<file path="src/rtl/q1_word_arbiter_pkg.sv">
// Shared definitions for the q1 word arbiter: FSM states and word geometry.
package q1_word_arbiter_pkg;

  localparam int BYTES_PER_WORD = 4;

  typedef enum logic [1:0] {
    IDLE,
    LOOKUP,
    RESP
  } state_t;

endpackage

</file>
<file path="src/rtl/q1_word_arbiter_q1.sv">
// Twofish q1 byte permutation, purely combinational. Built from the four
// 4-bit t-boxes rather than a 256-entry table; the result is identical.
module q1_word_arbiter_q1 (
  input  logic [7:0] din,
  output logic [7:0] dout
);

  // t-boxes, element 0 in the least significant nibble
  localparam logic [15:0][3:0] T0 = 64'h5CA04913E67FDB82;
  localparam logic [15:0][3:0] T1 = 64'h809F5AD673C4B2E1;
  localparam logic [15:0][3:0] T2 = 64'hF3B28DE0A96157C4;
  localparam logic [15:0][3:0] T3 = 64'hA802F746ED3C159B;

  logic [3:0] a0, b0, a1, b1, a2, b2, a3, b3, a4, b4;

  // two mixing rounds, each followed by a t-box substitution per nibble
  always_comb begin
    a0   = din[7:4];
    b0   = din[3:0];
    a1   = a0 ^ b0;
    b1   = a0 ^ {b0[0], b0[3:1]} ^ {a0[0], 3'b000};
    a2   = T0[a1];
    b2   = T1[b1];
    a3   = a2 ^ b2;
    b3   = a2 ^ {b2[0], b2[3:1]} ^ {a2[0], 3'b000};
    a4   = T2[a3];
    b4   = T3[b3];
    dout = {b4, a4};
  end

endmodule

</file>
<file path="src/rtl/q1_word_arbiter.sv">
// Round-robin arbiter feeding one shared q1 lookup. A granted 32-bit word is
// transformed one byte per cycle (LSB first) and returned with its requester id.
module q1_word_arbiter
  import q1_word_arbiter_pkg::*;
#(
  parameter int NREQ = 4,
  parameter int IDW  = $clog2(NREQ)
) (
  input  logic               clk,
  input  logic               rst,
  input  logic [NREQ-1:0]    req_valid,
  input  logic [NREQ*32-1:0] req_word,
  output logic [NREQ-1:0]    req_ready,
  output logic               rsp_valid,
  output logic [31:0]        rsp_word,
  output logic [IDW-1:0]     rsp_id,
  input  logic               rsp_ready
);

  state_t         state_q, state_d;
  logic [1:0]     cnt_q;
  logic [IDW-1:0] last_grant;
  logic [IDW-1:0] id_q;
  logic [31:0]    word_q;
  logic [23:0]    result_q;   // bytes 0..2; byte 3 goes straight to rsp_word
  logic [IDW-1:0] gnt_idx;
  logic           gnt_hit;
  logic [IDW-1:0] cand;
  logic           accept;
  logic [7:0]     q1_in, q1_out;

  // round-robin search starting just above the last grant
  always_comb begin
    gnt_hit = 1'b0;
    gnt_idx = '0;
    cand    = '0;
    for (int k = 1; k <= NREQ; k++) begin
      cand = IDW'((int'(last_grant) + k) % NREQ);
      if (!gnt_hit && req_valid[cand]) begin
        gnt_hit = 1'b1;
        gnt_idx = cand;
      end
    end
  end

  // ready only for the single granted requester, and only while idle
  always_comb begin
    req_ready = '0;
    if (state_q == IDLE && gnt_hit) req_ready[gnt_idx] = 1'b1;
  end

  assign accept    = (state_q == IDLE) && gnt_hit;
  assign rsp_valid = (state_q == RESP);

  // select the byte currently being looked up
  always_comb begin
    case (cnt_q)
      2'd0:    q1_in = word_q[7:0];
      2'd1:    q1_in = word_q[15:8];
      2'd2:    q1_in = word_q[23:16];
      default: q1_in = word_q[31:24];
    endcase
  end

  q1_word_arbiter_q1 u_q1 (
    .din  (q1_in),
    .dout (q1_out)
  );

  // state register
  always_ff @(posedge clk or posedge rst) begin
    if (rst) state_q <= IDLE;
    else     state_q <= state_d;
  end

  // next state: accept -> 4 lookup cycles -> hold response until taken
  always_comb begin
    state_d = state_q;
    case (state_q)
      IDLE:    if (accept) state_d = LOOKUP;
      LOOKUP:  if (cnt_q == 2'(BYTES_PER_WORD - 1)) state_d = RESP;
      RESP:    if (rsp_ready) state_d = IDLE;
      default: state_d = IDLE;
    endcase
  end

  // datapath: latch on accept, accumulate lookup bytes, publish at end of LOOKUP
  always_ff @(posedge clk or posedge rst) begin
    if (rst) begin
      cnt_q      <= '0;
      last_grant <= IDW'(NREQ - 1);
      id_q       <= '0;
      word_q     <= '0;
      result_q   <= '0;
      rsp_word   <= '0;
      rsp_id     <= '0;
    end else begin
      case (state_q)
        IDLE: begin
          if (accept) begin
            word_q     <= req_word[{gnt_idx, 5'd0} +: 32];
            id_q       <= gnt_idx;
            last_grant <= gnt_idx;
            cnt_q      <= '0;
          end
        end
        LOOKUP: begin
          cnt_q <= cnt_q + 2'd1;
          case (cnt_q)
            2'd0:    result_q[7:0]   <= q1_out;
            2'd1:    result_q[15:8]  <= q1_out;
            2'd2:    result_q[23:16] <= q1_out;
            default: begin
              rsp_word <= {q1_out, result_q};
              rsp_id   <= id_q;
            end
          endcase
        end
        default: ;
      endcase
    end
  end

endmodule

</file>
<file path="config.mk">
export PLATFORM = sky130hd
export DESIGN_NAME = q1_word_arbiter
export DESIGN_NICKNAME = d
export VERILOG_FILES = /design/src/rtl/q1_word_arbiter_pkg.sv /design/src/rtl/q1_word_arbiter_q1.sv /design/src/rtl/q1_word_arbiter.sv
export SDC_FILE = /design/constraint.sdc
export NUM_CORES = 1
export LEC_CHECK = 0
export CORE_UTILIZATION = 53
export CTS_CLUSTER_SIZE = 10
export DETAILED_ROUTE_END_ITERATION = 7
export PLACE_DENSITY = 0.94
export SYNTH_ARGS = -nofsm -noshare
export SYNTH_HDL_FRONTEND = slang
export SYNTH_SLANG_ARGS = --single-unit
export TNS_END_PERCENT = 10
</file>
<file path="constraint.sdc">
create_clock -name clk -period 7 [get_ports clk]
set_clock_uncertainty 0.15 [all_clocks]
set_input_delay 0.7 -clock clk [delete_from_list [all_inputs] [get_ports clk]]
set_output_delay 0.7 -clock clk [all_outputs]
set_load 0.05 [all_outputs]
</file>
After elaboration in Yosys (flattened, before gate mapping)
Memories as Yosys holds them, arrays and structs flattened. Index checks and enable logic that the tools add are counted.

Memory bits (read-only): 256. Input port bits: 135. Memories: 4. Register bits after elaboration: 98. Word-level logic and storage cells: 94. Output and inout bits: 39.

Memories: (no name shown) (words 16, bits a word 4, read ports 1, clocked after memory_dff 0, wr ports 0, RTL line q1_word_arbiter_q1.sv:22) `a2 = T0[a1];`; (no name shown) (words 16, bits a word 4, read ports 1, clocked after memory_dff 0, wr ports 0, RTL line q1_word_arbiter_q1.sv:23) `b2 = T1[b1];`; (no name shown) (words 16, bits a word 4, read ports 1, clocked after memory_dff 0, wr ports 0, RTL line q1_word_arbiter_q1.sv:26) `a4 = T2[a3];`; (no name shown) (words 16, bits a word 4, read ports 1, clocked after memory_dff 0, wr ports 0, RTL line q1_word_arbiter_q1.sv:27) `b4 = T3[b3];`.

Bitwise gates (word level): 7. Order comparisons: 10. Reduce and logical (&&, ||, !) cells: 19. Equality and inequality tests: 8. Add/subtract/negate cells: 5. Muxes and demuxes: 30. Shift operators: 1.

Operators by type and width (number): indexed part select 128 x 8 -> 32 bit (1); case mux 8 bit (3 select lines) (1); bitwise XOR 4 bit (6); < comparator 4 x 5 -> 1 bit, second input constant (4); two-way mux 4 bit (5); two-way mux 2 bit (8); < comparator 2 x 3 -> 1 bit, second input constant (5); AND reduction 2 bit (6); two-way mux 1 bit (9); binary-select mux 1 bit (select 2 bit) (4); adder 2 x 1 -> 2 bit, second input constant (3); == test 2 bit, second input constant (3); case mux 2 bit (3 select lines) (1); logical AND 1 bit (5); adder 2 bit, second input constant (2); == test 2 x 1 -> 1 bit, second input constant (2); logical NOT 2 bit (2); != test 2 bit, second input constant (2); case mux 2 bit (2 select lines) (1); logical NOT 1 bit (3); AND reduction 3 bit (1); OR reduction 3 bit (1); demux 1 bit (select 2 bit) (1); >= comparator 2 x 1 -> 1 bit, second input constant (1); 3 further kinds (3).

Longest topological paths before layout
Depth after elaboration: 18. Mapped depth: 17. Gate-level depth less buffers: 16.

By module
From an unflattened synthesis, not the netlist that was laid out.

Cell total of the unflattened synthesis: 576. Area total of the unflattened synthesis: 6157.2 um^2.

Modules (own cells, without submodules): q1_word_arbiter (instances 1, sequential area each 2454.9 um^2, cells an instance 462, area an instance 5158.7 um^2); q1_word_arbiter_q1 (instances 1, sequential area each 0.0 um^2, cells an instance 114, area an instance 998.5 um^2).

Worst setup path after synthesis
Ideal clock, no wire load.

Path kind: reg2reg. Start: register cnt_q[0]. End: register result_q[11]. Slack: 3.109 ns. Buffers on the path: 1. Setup time: 0.083 ns. Data required time: 6.767 ns. Stages on the path, launching flop included: 18. Clock period less this slack: 3.891 ns. Arrival: 3.659 ns. Cells stage by stage: dfrtp_1 > inv_1 > ha_1 > buf_6 > a22oi_1 > a2bb2oi_1 > xnor2_1 > inv_1 > ha_1 > mux2_4 > mux2i_4 > a21boi_2 > nor2_1 > inv_1 > ha_1 > inv_1 > mux4_2 > o21ai_0.

Word-level cells in the longest chain between the ends: 9. Elaborated cells between the ends (all ways): 15. Those cells by class: eq/ne: 2; mux: 4; bitwise: 4; reduce/logical: 2; memory: 3.

RTL lines: from (decl) (RTL line q1_word_arbiter.sv:21) `logic [1:0] cnt_q;`; from (signal assigned) (RTL line q1_word_arbiter.sv:108) `cnt_q <= cnt_q + 2'd1;`; == test 2 bit (tied with other cells) (RTL line q1_word_arbiter.sv:57) `case (cnt_q)`; case mux 8 bit (3 select lines) (RTL line q1_word_arbiter.sv:57); bitwise XOR 4 bit (2 in series) (RTL line q1_word_arbiter_q1.sv:21) `b1 = a0 ^ {b0[0], b0[3:1]} ^ {a0[0], 3'b000};`; memory (16 x 4 bit); two-way mux 4 bit (not written as such) (RTL line q1_word_arbiter_q1.sv:23); bitwise XOR 4 bit (RTL line q1_word_arbiter_q1.sv:24) `a3 = a2 ^ b2;`; memory (16 x 4 bit); two-way mux 4 bit (not written as such) (RTL line q1_word_arbiter_q1.sv:26); to (signal assigned) (RTL line q1_word_arbiter.sv:111) `2'd1: result_q[15:8] <= q1_out;`; to (decl) (RTL line q1_word_arbiter.sv:25) `logic [23:0] result_q;`.

Several ways; a longest one is shown, not always the timed one. The select of a mux whose other input is x is not followed. A chain may end at the register's enable or synchronous reset.

Final worst setup path
Start: register cnt_q[0]. End: register rsp_word[25].

Word-level cells in the longest chain between the ends: 9. Elaborated cells between the ends (all ways): 17. Those cells by class: eq/ne: 2; mux: 4; bitwise: 5; reduce/logical: 3; memory: 3.

RTL lines: == test 2 bit (tied with other cells) (RTL line q1_word_arbiter.sv:57, q1_word_arbiter.sv:109); case mux 8 bit (3 select lines) (RTL line q1_word_arbiter.sv:57); bitwise XOR 4 bit (2 in series) (RTL line q1_word_arbiter_q1.sv:21); memory (16 x 4 bit); two-way mux 4 bit (not written as such) (RTL line q1_word_arbiter_q1.sv:23); bitwise XOR 4 bit (RTL line q1_word_arbiter_q1.sv:24); memory (16 x 4 bit); two-way mux 4 bit (not written as such) (RTL line q1_word_arbiter_q1.sv:26); to (signal assigned) (RTL line q1_word_arbiter.sv:114) `rsp_word <= {q1_out, result_q};`; to (decl) (RTL line q1_word_arbiter.sv:15) `output logic [31:0] rsp_word,`.

Several ways; a longest one is shown, not always the timed one. The select of a mux whose other input is x is not followed.

==> impl_metrics.ini <==
[worst_setup_path]
cp.arrival_ns = 4.92
timing.rr.start = cnt_q[0]
cp_max_fo = 14
reg2regPathDepth = 14
reg2reg_slack_ns = 2.15
worstSetupPathType = flip-flop to flip-flop
endpoint_kind = flip-flop
cp.required_ns = 7.06
crit_path_start_kind = flip-flop
r2r-end = rsp_word[25]

[sta]
rsz0062_at_grt = false
fin_crit_ns = 4.852
slew_headroom_pct = 19.31
worst_slew_pin_slew_ns = 1.206
hold_viol_final = 0
setup-violations-final = 0
slew_viol_final = 0
fmax_ghz = 0.2061
fin_crit_sh_pct = 69.31
setup_tns_ns = 0

[cells_and_area]
final_nets = 1031
final_util_pct = 72.68
num_antenna_cells = 0
syn_to_final_growth_pct = 33.76
fillCellCount = 836
final_layout_size_suffix_gt1_share_pct = 10.45
final_area_sq_um = 8299

[cts]
post-cts-setup-buffer-count = 0
clock_path_buffers = 2
cts_inserted_buffers = 9
clkTransAtPathRegs_ns = 0.07
cts-root-buf = clkbuf_16
insertion_delay_ns = 0.35
clock_sinks = 98
cts_resized = 0
cts_tree = yes
cts-htree-levels = 3
postCtsHoldBufs = 0

[worst_hold_path]
holdPathStages = 2
holdPathEnd = result_q[13]
min_from = result_q[13]
hold_class = flip-flop to flip-flop

[placement]
gp_congestion = 0.9571
placed_cell_area_sq_um = 7980
place_hpwl_um = 12090
port_buffers = 173

[grt]
grt-ovfl-total = 0
grt_pass1_wl_um = 26210
grt_pass1_vias = 5544
grt_max_degree = 76
grt_usage_pct = 28.37
antenna_found_initial = 0

[logic_synthesis]
synth-seq-cells = 98
synthCells = 731
syn_area_sq_um = 6205
synthArstFlopShare_pct = 100.0
synth_flop_cell = dfrtp_1
syn_nets = 887
synth-edff-count = 0
avgSynthCellArea_sq_um = 8.488
yosys_warnings = 0
ys_types = 67
synth_seq_area_share_pct = 39.56

[run]
maxCapViolCount = 0

[routing]
detail-route-antenna-nets = 0
vias_per_cell = 5.521
drtIter0Drc = 268
dr_total_vias = 5648
detail_route.first_pass.iterations = 7
drc_errors = 0
routed_wirelength_um = 16210
avgRoutedWirePerCell_um = 15.85

[floorplanning]
initial_utilization_pct = 54.34
coreArea_sq_um = 11420
ios = 174
die_w_um = 110.2
num_rows = 39
die_area_sq_um = 12140
fp.dieH_um = 110.2

[outcome]
status = completed
==> cell type report <==
cell class / count / area [sq um] / share of cell area, %
Multi-Input combinational cell: 569 / 3508 / 42.27
Sequential cell: 98 / 2455 / 29.58
Timing Repair Buffer: 177 / 1762 / 21.23
Clock buffer: 9 / 225.2 / 2.714
Tap cell: 143 / 178.9 / 2.156
Clock inverter: 7 / 93.84 / 1.131
Inverter: 20 / 76.32 / 0.9196
==> state kept, by name, summed over array words and instances (netlist names) <==
signal      flops
id_q            2
cnt_q           2
rsp_id          2
word_q         32
last_grant      2
result_q       24
state_q         2
rsp_word       32
==> through the flow <==
stage	hold slack, ns	std cells	worst slack (ns)
3_5_place_dp	0.3142	1007	2.279
6_report	0.3244	1023	2.148
2_1_floorplan	0.2893	731	3.109
3_3_place_gp	0.3103	1007	2.525
4_1_cts	0.3321	1023	2.188
5_1_grt	0.3436	1023	1.784
==> synthesized netlist by cell type, types with 2 or more instances <==
cell type / count / area share (%)
nand2b_1: 3 / 0.30
o31ai_1: 13 / 1.6
o211ai_1: 2 / 0.24
nand3b_1: 2 / 0.24
buf_6: 2 / 0.36
dfrtp_1: 96 / 39
buf_2: 2 / 0.16
a222oi_1: 2 / 0.32
a2bb2oi_1: 4 / 0.56
and2_1: 4 / 0.40
a21o_2: 2 / 0.28
nor2_1: 15 / 0.91
buf_1: 2 / 0.12
or2_2: 2 / 0.20
clkbuf_1: 35 / 2.1
nor3b_1: 2 / 0.24
a22o_1: 2 / 0.28
o21ai_1: 2 / 0.16
xnor2_4: 2 / 0.89
dfstp_2: 2 / 0.85
buf_4: 3 / 0.36
mux4_2: 2 / 0.73
nand2_1: 235 / 14
a21oi_1: 25 / 2.0
xor2_1: 7 / 0.99
mux2i_1: 8 / 1.3
o41ai_1: 4 / 0.56
o21ai_0: 74 / 6.0
a22oi_1: 5 / 0.61
xnor2_1: 8 / 1.1
nor3_2: 2 / 0.32
nand3_1: 38 / 3.1
nor2b_1: 4 / 0.40
o21a_1: 3 / 0.36
inv_1: 20 / 1.2
a2bb2oi_2: 2 / 0.48
mux2_2: 34 / 6.2
mux2i_4: 3 / 1.1
nor3_1: 4 / 0.32
a41oi_1: 4 / 0.56
a21o_1: 4 / 0.48
ha_1: 21 / 4.2
==> layer usage <==
metal	vias to the layer above	part of all wire [%]	track usage, %
li1	2783	-	-
met1	2632	39	31.99
met2	197	52	51.70
met3	36	6.2	6.467
met4	0	3.0	11.28
met5	-	0	0
==> worst max path at each step <==
stage                  start           end  slack [ns]
floorplan           cnt_q[0]  result_q[11]        3.11
global placement    cnt_q[0]  rsp_word[31]        2.53
detailed placement  cnt_q[0]  rsp_word[31]        2.28
CTS                 cnt_q[0]  rsp_word[25]        2.19
global route        cnt_q[0]  rsp_word[31]        1.78
finish              cnt_q[0]  rsp_word[25]        2.15
==> layout by cell type (no fill, tap or decap), types with 3 or more instances in the layout <==
cell type,instances
o31ai_1,12
nand2_1,235
and2_1,4
a41oi_1,4
dfrtp_1,96
xnor2_1,8
nand3_1,38
mux2i_4,3
nand2b_1,3
a22oi_1,5
a21o_2,3
inv_1,19
nor3_1,4
mux2i_1,8
o41ai_1,4
nor2b_1,4
nor2_1,15
mux2_2,34
clkdlybuf4s50_1,173
o21a_1,3
o21ai_0,74
a2bb2oi_1,4
a21oi_1,24
buf_4,4
a21o_1,3
clkbuf_16,9
ha_1,21
xor2_1,7
==> worst max-delay path, stage by stage (launching register included) <==
cell and delay (ns):
dfrtp_1 0.45, ha_1 0.52, inv_1 0.29, a2bb2oi_1 0.23, xnor2_1 0.64, inv_1 0.20
ha_1 0.27, mux2_4 0.31, mux2i_4 0.19, nor3_2 0.09, nor2_1 0.31, inv_1 0.13
ha_1 0.26, nor3_1 0.52, o31ai_1 0.15
==> cell families after synthesis <==
family          count (synthesis)  share of synthesized area (%)
simple gates                  318                          21.78
compound gates                162                          16.82
flops                          98                          39.56
buf+inv                        64                          4.336
mux                            49                          9.740
fa+ha+maj                      21                          4.235
xor+xnor                       19                          3.529
Power is left out: the tool's default activity adds up to more than one toggle a clock period on the data nets, which glitch-free logic cannot reach.
